--- src/rtl/formula_pkg.sv ---
// formula_pkg: shared state encoding and mode constants for formula_seq_unit.
`default_nettype none

package formula_pkg;

  typedef enum logic [2:0] {
    ST_IDLE   = 3'd0,
    ST_S1_OP  = 3'd1,
    ST_S1_CAP = 3'd2,
    ST_S2_OP  = 3'd3,
    ST_S2_CAP = 3'd4,
    ST_S3_OP  = 3'd5,
    ST_S3_CAP = 3'd6
  } state_t;

  localparam logic [1:0] MODE_ABSDIFF = 2'b00;
  localparam logic [1:0] MODE_ADD     = 2'b01;
  localparam logic [1:0] MODE_SUB     = 2'b10;
  localparam logic [1:0] MODE_DBLMIN  = 2'b11;

endpackage

`default_nettype wire

--- src/rtl/addsub_ripple.sv ---
// addsub_ripple: combinational N-bit ripple add/subtract; o_carry is the raw
// carry out (for subtraction, borrow = ~o_carry).
`default_nettype none

module addsub_ripple #(
  parameter int N = 6
) (
  input  logic [N-1:0] i_a,
  input  logic [N-1:0] i_b,
  input  logic         i_sub,
  output logic [N-1:0] o_res,
  output logic         o_carry
);

  logic [N:0] w_c;

  assign w_c[0] = i_sub;

  for (genvar i = 0; i < N; i++) begin : g_bit
    logic w_bx;
    assign w_bx     = i_b[i] ^ i_sub;
    assign o_res[i] = i_a[i] ^ w_bx ^ w_c[i];
    assign w_c[i+1] = (i_a[i] & w_bx) | (w_c[i] & (i_a[i] ^ w_bx));
  end

  assign o_carry = w_c[N];

endmodule

`default_nettype wire

--- src/rtl/formula_seq_unit.sv ---
// formula_seq_unit: FSM-sequenced four-mode formula unit on one shared adder.
// Optional macro CLAMP_NEG_EN: saturate negative mode-10 results to zero.
`default_nettype none

module formula_seq_unit
  import formula_pkg::*;
#(
  parameter int W = 5
) (
  input  logic         clk,
  input  logic         rst,
  input  logic         start,
  input  logic [1:0]   mode,
  input  logic [W-1:0] a_in,
  input  logic [W-1:0] b_in,
  output logic [W:0]   c_out,
  output logic         neg,
  output logic         busy,
  output logic         done
);

  state_t       r_state;
  logic [W-1:0] r_a;
  logic [W-1:0] r_b;
  logic [1:0]   r_mode;
  logic [W:0]   r_i1;
  logic [W:0]   r_i2;
  logic [W:0]   r_c_out;
  logic         r_neg;
  logic         r_busy;
  logic         r_done;

  logic [W:0]   w_max;
  logic [W:0]   w_min;
  logic [W:0]   w_opa;
  logic [W:0]   w_opb;
  logic         w_sub;
  logic [W:0]   w_res;
  logic         w_carry;
  logic         w_borrow;

  assign w_max = (r_a >= r_b) ? {1'b0, r_a} : {1'b0, r_b};
  assign w_min = (r_a >= r_b) ? {1'b0, r_b} : {1'b0, r_a};

  // Operands stay stable across each OP/CAP pair so the capture sees a settled sum.
  always_comb begin
    w_opa = '0;
    w_opb = '0;
    w_sub = 1'b0;
    case (r_state)
      ST_S1_OP, ST_S1_CAP: begin
        case (r_mode)
          MODE_ABSDIFF: begin w_opa = w_max; w_opb = w_max; end
          MODE_ADD:     begin w_opa = {1'b0, r_a}; w_opb = {1'b0, r_b}; end
          MODE_SUB:     begin w_opa = {1'b0, r_a}; w_opb = {1'b0, r_b}; w_sub = 1'b1; end
          default:      begin w_opa = w_min; w_opb = w_min; end
        endcase
      end
      ST_S2_OP, ST_S2_CAP: begin
        w_opa = {1'b0, r_a};
        w_opb = {1'b0, r_b};
      end
      ST_S3_OP, ST_S3_CAP: begin
        w_opa = r_i1;
        w_opb = r_i2;
        w_sub = 1'b1;
      end
      default: ;
    endcase
  end

  addsub_ripple #(.N(W + 1)) u_addsub (
    .i_a     (w_opa),
    .i_b     (w_opb),
    .i_sub   (w_sub),
    .o_res   (w_res),
    .o_carry (w_carry)
  );

  assign w_borrow = w_sub & ~w_carry;

  always_ff @(posedge clk) begin
    if (!rst) begin
      r_state <= ST_IDLE;
      r_a     <= '0;
      r_b     <= '0;
      r_mode  <= '0;
      r_i1    <= '0;
      r_i2    <= '0;
      r_c_out <= '0;
      r_neg   <= 1'b0;
      r_busy  <= 1'b0;
      r_done  <= 1'b0;
    end else begin
      r_done <= 1'b0;
      case (r_state)
        ST_IDLE: begin
          if (start) begin
            r_a     <= a_in;
            r_b     <= b_in;
            r_mode  <= mode;
            r_busy  <= 1'b1;
            r_state <= ST_S1_OP;
          end
        end
        ST_S1_OP: r_state <= ST_S1_CAP;
        ST_S1_CAP: begin
          if (r_mode == MODE_ABSDIFF) begin
            r_i1    <= w_res;
            r_state <= ST_S2_OP;
          end else begin
            r_c_out <= w_res;
            r_neg   <= (r_mode == MODE_SUB) ? w_borrow : 1'b0;
`ifdef CLAMP_NEG_EN
            if ((r_mode == MODE_SUB) && w_borrow) r_c_out <= '0;
`endif
            r_done  <= 1'b1;
            r_busy  <= 1'b0;
            r_state <= ST_IDLE;
          end
        end
        ST_S2_OP: r_state <= ST_S2_CAP;
        ST_S2_CAP: begin
          r_i2    <= w_res;
          r_state <= ST_S3_OP;
        end
        ST_S3_OP: r_state <= ST_S3_CAP;
        ST_S3_CAP: begin
          r_c_out <= w_res;
          r_neg   <= 1'b0;
          r_done  <= 1'b1;
          r_busy  <= 1'b0;
          r_state <= ST_IDLE;
        end
        default: r_state <= ST_IDLE;
      endcase
    end
  end

  assign c_out = r_c_out;
  assign neg   = r_neg;
  assign busy  = r_busy;
  assign done  = r_done;

endmodule

`default_nettype wire

--- config.mk ---
export PLATFORM = sky130hd
export DESIGN_NAME = formula_seq_unit
export DESIGN_NICKNAME = d
export VERILOG_FILES = /design/src/rtl/formula_pkg.sv /design/src/rtl/addsub_ripple.sv /design/src/rtl/formula_seq_unit.sv
export SDC_FILE = /design/constraint.sdc
export NUM_CORES = 1
export LEC_CHECK = 0
export BUFFER_PORTS_ARGS = -buffer_cell sky130_fd_sc_hd__clkbuf_2
export CAP_MARGIN = 20
export CORE_UTILIZATION = 50
export CTS_CLUSTER_SIZE = 24
export DETAILED_ROUTE_END_ITERATION = 10
export GPL_ROUTABILITY_DRIVEN = 0
export HOLD_SLACK_MARGIN = 0.03
export PLACE_DENSITY_LB_ADDON = 0.1
export SYNTH_ARGS = -nofsm -noshare
export SYNTH_HDL_FRONTEND = slang
export SYNTH_SLANG_ARGS = --single-unit
--- constraint.sdc ---
create_clock -name clk -period 9.3 [get_ports clk]
set_input_delay 0.93 -clock clk [delete_from_list [all_inputs] [get_ports clk]]
set_output_delay 0.93 -clock clk [all_outputs]
set_load 0.05 [all_outputs]
* After elaboration in Yosys (flattened, before gate mapping)
Index checks and enable logic that the tools add are counted.
Storage, ports and cells: bits in registers 36, bits of input ports 15, output and inout port bits 9, logic and storage cells 92
Cells by class: $lt $le $gt $ge 1, eq/ne operators 10, mux-type cells 21, bitwise logic cells 38, reduce and logical (&&, ||, !) cells 12
Operators by type and width (number):
- 6-bit case mux with 3 select lines | 2
- 5-bit case mux with 2 select lines | 2
- 3-bit case mux with 6 select lines | 1
- 1-bit bitwise XOR | 18
- 1-bit bitwise AND | 13
- 6-bit case mux with 2 select lines | 1
- 5-bit 2-to-1 mux | 2
- 3-bit equality test (second input constant) | 3
- 2-bit OR reduction | 4
- 3-bit by 2-bit equality test with 1-bit output (second input constant) | 2
- 1-bit 2-to-1 mux | 6
- 6-bit 2-to-1 mux | 1
- 1-bit bitwise OR | 6
- 1-bit case mux with 2 select lines | 3
- 2-bit AND reduction | 3
- 5-bit greater-or-equal comparator | 1
- 2-bit inequality test (second input constant) | 2
- 3-bit by 1-bit equality test with 1-bit output (second input constant) | 1
- 3-bit zero test | 1
- 3-bit 2-to-1 mux | 1
- 1-bit case mux with 3 select lines | 1
- 3-bit AND reduction | 1
- 3-bit nonzero test | 1
- 2-bit by 1-bit equality test with 1-bit output (second input constant) | 1
- other kinds (5) | 5

* Longest topological paths before layout
Gate-level depths: netlist (run 1).
depth in word-level cells 23, gate-level depth with buffers 18, depth with buffers taken out 16

* Modules after synthesis
A second synthesis (run 1) with hierarchy kept.
Unflattened totals: cells, all modules 279, area total of the unflattened synthesis 2334.7 µm²
Modules (own cells, without submodules):
- formula_seq_unit | instances 1, cells an instance 258, area an instance 2129.5 µm², seq. area each 720.7 µm²
- addsub_ripple | instances 1, cells an instance 21, area an instance 205.2 µm², seq. area each 0.0 µm²

* Worst setup path before layout (run 1)
No wires, ideal clock.
path type register -> register, start point reg r_b[3], end point reg r_neg (netlist: neg), setup time 0.066 ns, arrival time 4.368 ns, data required time 9.234 ns, slack 4.866 ns, stages on the path, launching flop included 18, path buffers 1, period minus slack after synthesis 4.434 ns, cells stage by stage dfxtp_1 > clkbuf_1 > inv_1 > ha_1 > or2_1 > a21o_1 > nand2_2 > o21bai_1 > a221oi_1 > o21ai_1 > fa_1 > fa_1 > fa_1 > fa_1 > fa_1 > nor4bb_1 > a22oi_1 > nor2_1
On the way: word-level cells in the longest chain between the ends 23, elaborated cells between the ends (all ways) 39, those cells by class order compare: 1; mux: 9; bitwise: 29
RTL lines:
- start: declaration | line formula_seq_unit.sv:24 | logic [W-1:0] r_b;
- start signal: assignment | line formula_seq_unit.sv:100 | r_b <= b_in;
- 5-bit greater-or-equal comparator | line formula_seq_unit.sv:42, formula_seq_unit.sv:43
- 5-bit 2-to-1 mux, on equally long branches | line formula_seq_unit.sv:43, formula_seq_unit.sv:42
- 5-bit case mux with 2 select lines | line formula_seq_unit.sv:52 | case (r_mode)
- 6-bit case mux with 3 select lines | line formula_seq_unit.sv:50 | case (r_state)
- 1-bit bitwise XOR | line addsub_ripple.sv:21 | assign w_bx = i_b[i] ^ i_sub;
- 1-bit bitwise XOR | line addsub_ripple.sv:23 | assign w_c[i+1] = (i_a[i] & w_bx) | (w_c[i] & (i_a[i] ^ w_bx));
- 1-bit bitwise AND | line addsub_ripple.sv:23
- 1-bit bitwise OR | line addsub_ripple.sv:23
- [... 7 more ...]
- 1-bit bitwise OR * | line addsub_ripple.sv:23
- 1-bit bitwise AND * | line addsub_ripple.sv:23
- 1-bit bitwise OR * | line addsub_ripple.sv:23
- 1-bit NOT * | line formula_seq_unit.sv:80 | assign w_borrow = w_sub & ~w_carry;
- 1-bit bitwise AND * | line formula_seq_unit.sv:80
- 1-bit 2-to-1 mux * | line formula_seq_unit.sv:113 | r_neg <= (r_mode == MODE_SUB) ? w_borrow : 1'b0;
- 1-bit 2-to-1 mux * | line formula_seq_unit.sv:108 | if (r_mode == MODE_ABSDIFF) begin
- 1-bit case mux with 2 select lines * | line formula_seq_unit.sv:96 | case (r_state)
- end signal: assignment | line formula_seq_unit.sv:113
- end: declaration | line formula_seq_unit.sv:29 | logic r_neg;
Every way passes the cells marked *; elsewhere a longest branch is shown, timed or not. The select of a mux whose other input is x is not followed. A chain may end at the register's enable or synchronous reset.

* Final worst setup path (run 1)
Same ends and word-level chain as after synthesis.

==> results.py, run 1 <==
metrics = {
    "drt": {
        "drt_drc_violations_left": 0,
        "avgRoutedWirePerCell_um": 15.2,
        "drtIter0Drc": 224,
        "vias_per_cell": 5.92,
        "ant_nets": 0,
        "wl_um": 5720,
        "dr.pass1.iters": 4,
        "num_vias": 2232,
    },
    "worst_setup_path": {
        "cp.arrival_ps": 4930,
        "end_kind": "flop",
        "crit_path_start_kind": "flop",
        "worst-path-max-fanout": 8,
        "worstPathRequired_ps": 9520,
        "worst-setup-path-type": "reg2reg",
    },
    "logic_synthesis": {
        "yosys_most_used_dff": "dfxtp_1",
        "synth_cell_types": 53,
        "syn-num-nets": 343,
        "syn_area_sq_um": 2390,
        "syn_inst": 315,
        "yosysWarningCount": 0,
        "syn_avg_cell_area_sq_um": 7.58,
        "synthArstFlopShare_pct": 0,
        "ys_ff_latch": 36,
        "yosysSeqAreaShare_pct": 30.2,
        "synth-edff-count": 0,
    },
    "sta": {
        "hold_slack_ps": 453,
        "setup_ws_ps": 4590,
        "slew_violations": 0,
        "timing.fmax_mhz": 212,
        "finalSetupViolCount": 0,
        "hold_viol": 0,
        "fin_setup_tns_ps": 0,
        "worst_pin_slew_ps": 923,
        "finClkSkew_ps": 11.3,
        "slew_headroom_pct": 38.1,
        "min_period_ps": 4710,
        "finalCritPeriodShare_pct": 50.6,
        "rsz0062_at_grt": "no",
    },
    "cts": {
        "clkTransAtPathRegs_ps": 80,
        "cts_root_buf": "clkbuf_8",
        "cts_hold_buf": 0,
        "post_cts_buffers": 0,
        "clk_latency_ps": 300,
        "cts_max_path_buffers": 2,
        "cts_tree": "yes",
        "cts_made_buffers": 5,
        "post_cts_resize_count": 0,
        "htree_levels": 2,
        "cts.sinks": 36,
    },
    "finish": {
        "fillCellCount": 438,
        "area_growth_pct": 7.76,
        "multi_input_area_sq_um": 1540,
        "regArea_sq_um": 721,
        "antenna_cells": 0,
        "layout-drive-gt1-share_pct": 12.0,
        "mostFrequentLayoutCells": "79 x nand2_1, 36 x dfxtp_1, 31 x a21oi_1, 23 x clkbuf_2, 15 x nor2_1",
        "final_common_cell": "nand2_1",
        "fin_nets": 352,
    },
    "pwr": {
        "power_leakage_nw": 0.995,
        "p_seq_share_pct": 42.1,
        "netSwitchingPower_uw": 149,
        "pwr-share-comb_pct": 28.6,
        "cellPowerDensity_nw_per_um2": 161,
        "switching_share_pct": 36.0,
        "totalPowerFinal_uw": 415,
        "power_frac_clock_pct": 29.3,
        "ir_drop_mv": 0.0876,
        "p_int_uw": 265,
    },
    "global_routing": {
        "grt_pass1_vias": 2055,
        "antenna_found_initial": 0,
        "grt_pass1_wl_um": 9810,
        "grt_usage_pct": 25.1,
        "grt_max_degree": 35,
        "grt_overflow_total": 0,
    },
    "place": {
        "post-dp-hpwl_um": 4200,
        "place_ws_ps": 4610,
        "port_buffers": 23,
    },
    "floorplanning": {
        "die_y_um": 71.1,
        "fp.coreArea_sq_um": 4470,
        "start_util_pct": 53.4,
        "rows": 24,
        "die_width_um": 71.1,
        "dieArea_sq_um": 5060,
        "io_pins": 24,
    },
    "min_path": {
        "hold_path.class": "reg2reg",
    },
    "flow_run": {
        "drv_cap": 0,
    },
    "run_status": {
        "status": "finished clean",
    },
}
## cells in the mapped netlist, types with 5 or more instances
library cell,n,area (sq um)
nor2_1,15,56.3
o21ai_1,10,50.1
a221oi_1,8,70.1
o31ai_1,5,37.5
ha_1,8,100
o21ai_0,6,30.0
fa_1,5,100
nand3_1,8,40.0
nand2_1,79,297
inv_1,9,33.8
a21oi_1,31,155
a21boi_0,5,37.5
dfxtp_1,36,721
clkbuf_1,13,48.8
a22oi_1,10,75.1
## registers in the layout, indices dropped and copies added, names as in the netlist
| signal | cells |
|---|---|
| r_i1 | 6 |
| r_i2 | 6 |
| busy | 1 |
| neg | 1 |
| c_out | 6 |
| done | 1 |
| r_mode | 2 |
| r_a | 5 |
| r_b | 5 |
| r_state | 3 |
## layer usage
layer / wire length, um / global-route usage (%) / vias to the layer above
li1: - / - / 1123
met1: 2830 / 35.9 / 1031
met2: 2520 / 37.3 / 68
met3: 261 / 4.70 / 10
met4: 107 / 10.2 / 0
met5: 0 / 0 / -
## through the flow
step           area, sq um  util, %  instances
5_1_grt               2570     57.5        377
3_3_place_gp          2480     55.3        369
3_5_place_dp          2480     55.3        369
6_report              2570     57.5        377
2_1_floorplan         2390        -        315
4_1_cts               2570     57.5        377
## power by group through the flow
stage	Clock, mW	Sequential, mW	Combinational (mW)
global placement	0	0.178	0.117
global route	0.129	0.176	0.133
detailed placement	0	0.178	0.117
floorplan	0	0.172	0.0965
finish	0.122	0.175	0.119
CTS	0.123	0.174	0.117
## critical path, cell delays in order, from the launching register on
cell and delay (ps):
dfxtp_1 490, inv_1 80, ha_1 380, or2_1 270, a21o_1 260, nand2_2 150
o21bai_1 130, a221oi_1 320, o21ai_1 120, fa_1 440, fa_1 390, fa_1 380
fa_1 390, fa_1 370, nor4bb_1 270, a22oi_1 100, nor2_1 90
## cell type report
cell class | count | share of cell area (%)
clock buffer | 6 | 3.21
multi-input combinational | 248 | 59.8
clock inverter | 2 | 0.535
inverter | 10 | 1.46
tap | 52 | 2.53
sequential | 36 | 28.0
timing repair buffer | 23 | 4.47
## cells by family after synthesis
group / synth area share [%]
xor gates and xnor gates: 1.83
buffers and inverters: 5.40
and+or+nand+nor: 24.5
DFF: 30.2
AOI/OAI and AO/OA: 28.0
muxes: 1.26
adders and majority gates: 8.86
## path summary, 6_finish.rpt
check	start	endpoint	slack [ps]	depth (start not counted)
worst min-delay path	c_out[2]$_SDFFE_PN0P_	c_out[2]$_SDFFE_PN0P_	450	2
worst min register to register	c_out[2]$_SDFFE_PN0P_	c_out[2]$_SDFFE_PN0P_	450	2
worst max-delay path	r_b[3]$_SDFFE_PN0P_	neg$_SDFFE_PN0P_	4590	16
worst max register to register	r_b[3]$_SDFFE_PN0P_	neg$_SDFFE_PN0P_	4590	16
(Power assumes the default switching activity.)
==> inputs of run 2 (changes only) <==
clock period = 4.03 ns   (was 9.3 ns; I/O delays follow)
==> run 2 against run 1 <==
Net effect: clock skew decreased by 5.4 ps; clock power increased to 2.7 times the previous value; highest routed layer unchanged; count of clock-buffer cells in the layout decreased by 1; global-route usage increased by 2.1 points; utilization increased by 10 points; non-clock buffer count increased by 42; the run now ends with negative setup slack left; first-iteration DRC count decreased by 22%; cell count increased by 11%; wire length increased by 9.2%; sequential share of layout area decreased by 4.2 points; critical endpoint unchanged; sequential power increased by 120%.
==> results.py, run 2 (synthesis results as in run 1) <==
metrics = {
    "run_status": {
        "status": "finished, violations left",
        "violations": "negative setup slack",
    },
    "finish": {
        "fin_nets": 394,
        "mostFrequentLayoutCells": "78 x nand2_1, 42 x buf_4, 35 x dfxtp_1, 30 x a21oi_1, 23 x clkbuf_2",
        "regArea_sq_um": 722,
        "layout-drive-gt1-share_pct": 27.8,
        "final_core_util_pct": 67.7,
        "area_growth_pct": 26.9,
        "stdcell_count": 419,
        "final_common_cell": "nand2_1",
        "multi_input_area_sq_um": 1660,
        "fillCellCount": 380,
        "antenna_cells": 0,
    },
    "worst_setup_path": {
        "critPathTopFamily": "adder cells",
        "cp.arrival_ps": 4280,
        "worstPathRequired_ps": 4240,
        "cp-startpoint": "r_a[0]$_SDFFE_PN0P_",
        "r2r_end": "neg$_SDFFE_PN0P_",
        "slowest_delay_ps": 360,
        "cp_num_cells": 16,
        "path_cells": "inv_2 > ha_4 > and2b_2 > o211ai_4 > a21boi_1 > o31ai_2 > o21ai_1 > xnor2_1 > fa_2 > fa_2 > fa_2 > fa_2 > fa_2 > nor4bb_2 > a22oi_1 > nor2_1",
        "crit_path_start_kind": "flop",
        "end_kind": "flop",
        "worst-path-max-fanout": 5,
        "rr_worst_depth": 16,
        "slowest_stage": "fa_2",
        "endpoint": "neg$_SDFFE_PN0P_",
        "reg2reg_slack_ps": -40,
        "cp_num_buf_inv": 1,
        "crit_top_cell": "fa_2",
        "rr_startpoint": "r_a[0]$_SDFFE_PN0P_",
        "worst-setup-path-type": "reg2reg",
    },
    "global_routing": {
        "antenna_found_initial": 0,
        "grtUsageMet2_pct": 41.8,
        "grt_pass1_vias": 2229,
        "grt_usage_pct": 27.2,
        "grt_overflow_total": 0,
        "grt_use_met1_pct": 39.3,
        "grt_pass1_wl_um": 10700,
        "grt_max_degree": 35,
        "busiest_layer": "met2",
        "grtUsageMet3_pct": 4.42,
    },
    "sta": {
        "rsz0062_at_grt": "yes",
        "slew_violations": 0,
        "finalSetupViolCount": 2,
        "finClkSkew_ps": 5.87,
        "hold_viol": 0,
        "timing.fmax_mhz": 246,
        "setup_ws_ps": -37.5,
        "min_period_ps": 4070,
        "finalCritPeriodShare_pct": 101,
        "worst_pin_slew_ps": 909,
        "slew_headroom_pct": 39.0,
    },
    "pwr": {
        "switching_share_pct": 34.0,
        "p_int_uw": 752,
        "power_leakage_nw": 1.21,
        "power_frac_clock_pct": 28.5,
        "pwr-share-comb_pct": 37.7,
        "ir_drop_mv": 0.276,
        "cellPowerDensity_nw_per_um2": 376,
        "totalPowerFinal_mw": 1.14,
        "netSwitchingPower_uw": 388,
        "p_seq_share_pct": 33.8,
    },
    "cts": {
        "cts.sinks": 36,
        "htree_levels": 2,
        "cts_max_path_buffers": 2,
        "cts_tree": "yes",
        "cts_hold_buf": 0,
        "cts_root_buf": "clkbuf_8",
        "cts_made_buffers": 5,
        "clk_latency_ps": 300,
        "clkTransAtPathRegs_ps": 70,
    },
    "floorplanning": {
        "die_y_um": 71.1,
        "io_pins": 24,
        "rows": 24,
        "die_width_um": 71.1,
        "dieArea_sq_um": 5060,
        "fp.coreArea_sq_um": 4470,
        "start_util_pct": 53.4,
    },
    "min_path": {
        "hold_path.class": "in2reg",
    },
    "flow_run": {
        "drv_cap": 0,
    },
    "drt": {
        "ant_nets": 0,
        "drtIter0Drc": 175,
        "num_vias": 2372,
        "avgRoutedWirePerCell_um": 14.9,
        "dr.pass1.iters": 4,
        "vias_per_cell": 5.66,
        "wl_um": 6250,
        "drt_drc_violations_left": 0,
    },
    "place": {
        "port_buffers": 23,
        "post-dp-hpwl_um": 4740,
        "place_ws_ps": -141,
        "place_inst": 405,
    },
}
## run 2: routing by layer
layer,part of all wire (%),up-vias
met4,1.4,0
met1,49,1113
li1,-,1211
met2,46,41
met5,0,-
met3,4.1,7
## run 2: stage by stage
step / setup TNS (ps) / hold WS [ps] / area (sq um)
final: -39.4 / 318 / 3030
after global routing: -671 / 328 / 3030
after CTS: -51.9 / 314 / 2960
after detailed placement: -213 / 446 / 2800
after global placement: -49.4 / 444 / 2800
after floorplan: 0 / 432 / 2470
## run 2: how the worst min path moves through the flow
stage,start,to,cells after the start
finish,mode[0],r_mode[0]$_SDFFE_PN0P_,3
global route,mode[1],r_mode[1]$_SDFFE_PN0P_,3
CTS,a_in[1],r_a[1]$_SDFFE_PN0P_,3
detailed placement,c_out[2]$_SDFFE_PN0P_,c_out[2]$_SDFFE_PN0P_,2
global placement,c_out[4]$_SDFFE_PN0P_,c_out[4]$_SDFFE_PN0P_,2
floorplan,r_i1[5]$_SDFFE_PN0P_,r_i1[5]$_SDFFE_PN0P_,2
## run 2: area by class of cell
class	instances	area share, %
Timing Repair Buffer	65	14.2
Tap cell	52	2.15
Clock buffer	5	2.27
Inverter	10	1.24
Multi-Input combinational cell	248	54.9
Sequential cell	36	23.8
Clock inverter	3	1.40
## run 2: power by group through the flow
stage	Sequential, mW	Clock (mW)	Combinational, mW
after floorplan	0.399	0	0.244
after global placement	0.393	0	0.381
after detailed placement	0.393	0	0.384
after CTS	0.385	0.329	0.399
after global routing	0.388	0.344	0.471
final	0.385	0.325	0.430
## run 2: tightest hold or removal path: cells and delay by family
kind	cells	cell delay, ps
buffers and inverters	1	80
and+or+nand+nor	1	40
AOI/OAI and AO/OA	1	50
## run 2: what timing repair did
action,in CTS,in global routing
setup buffers,3,3
setup endpoints to repair,4,4
pin swaps,5,8
resized for setup,5,7
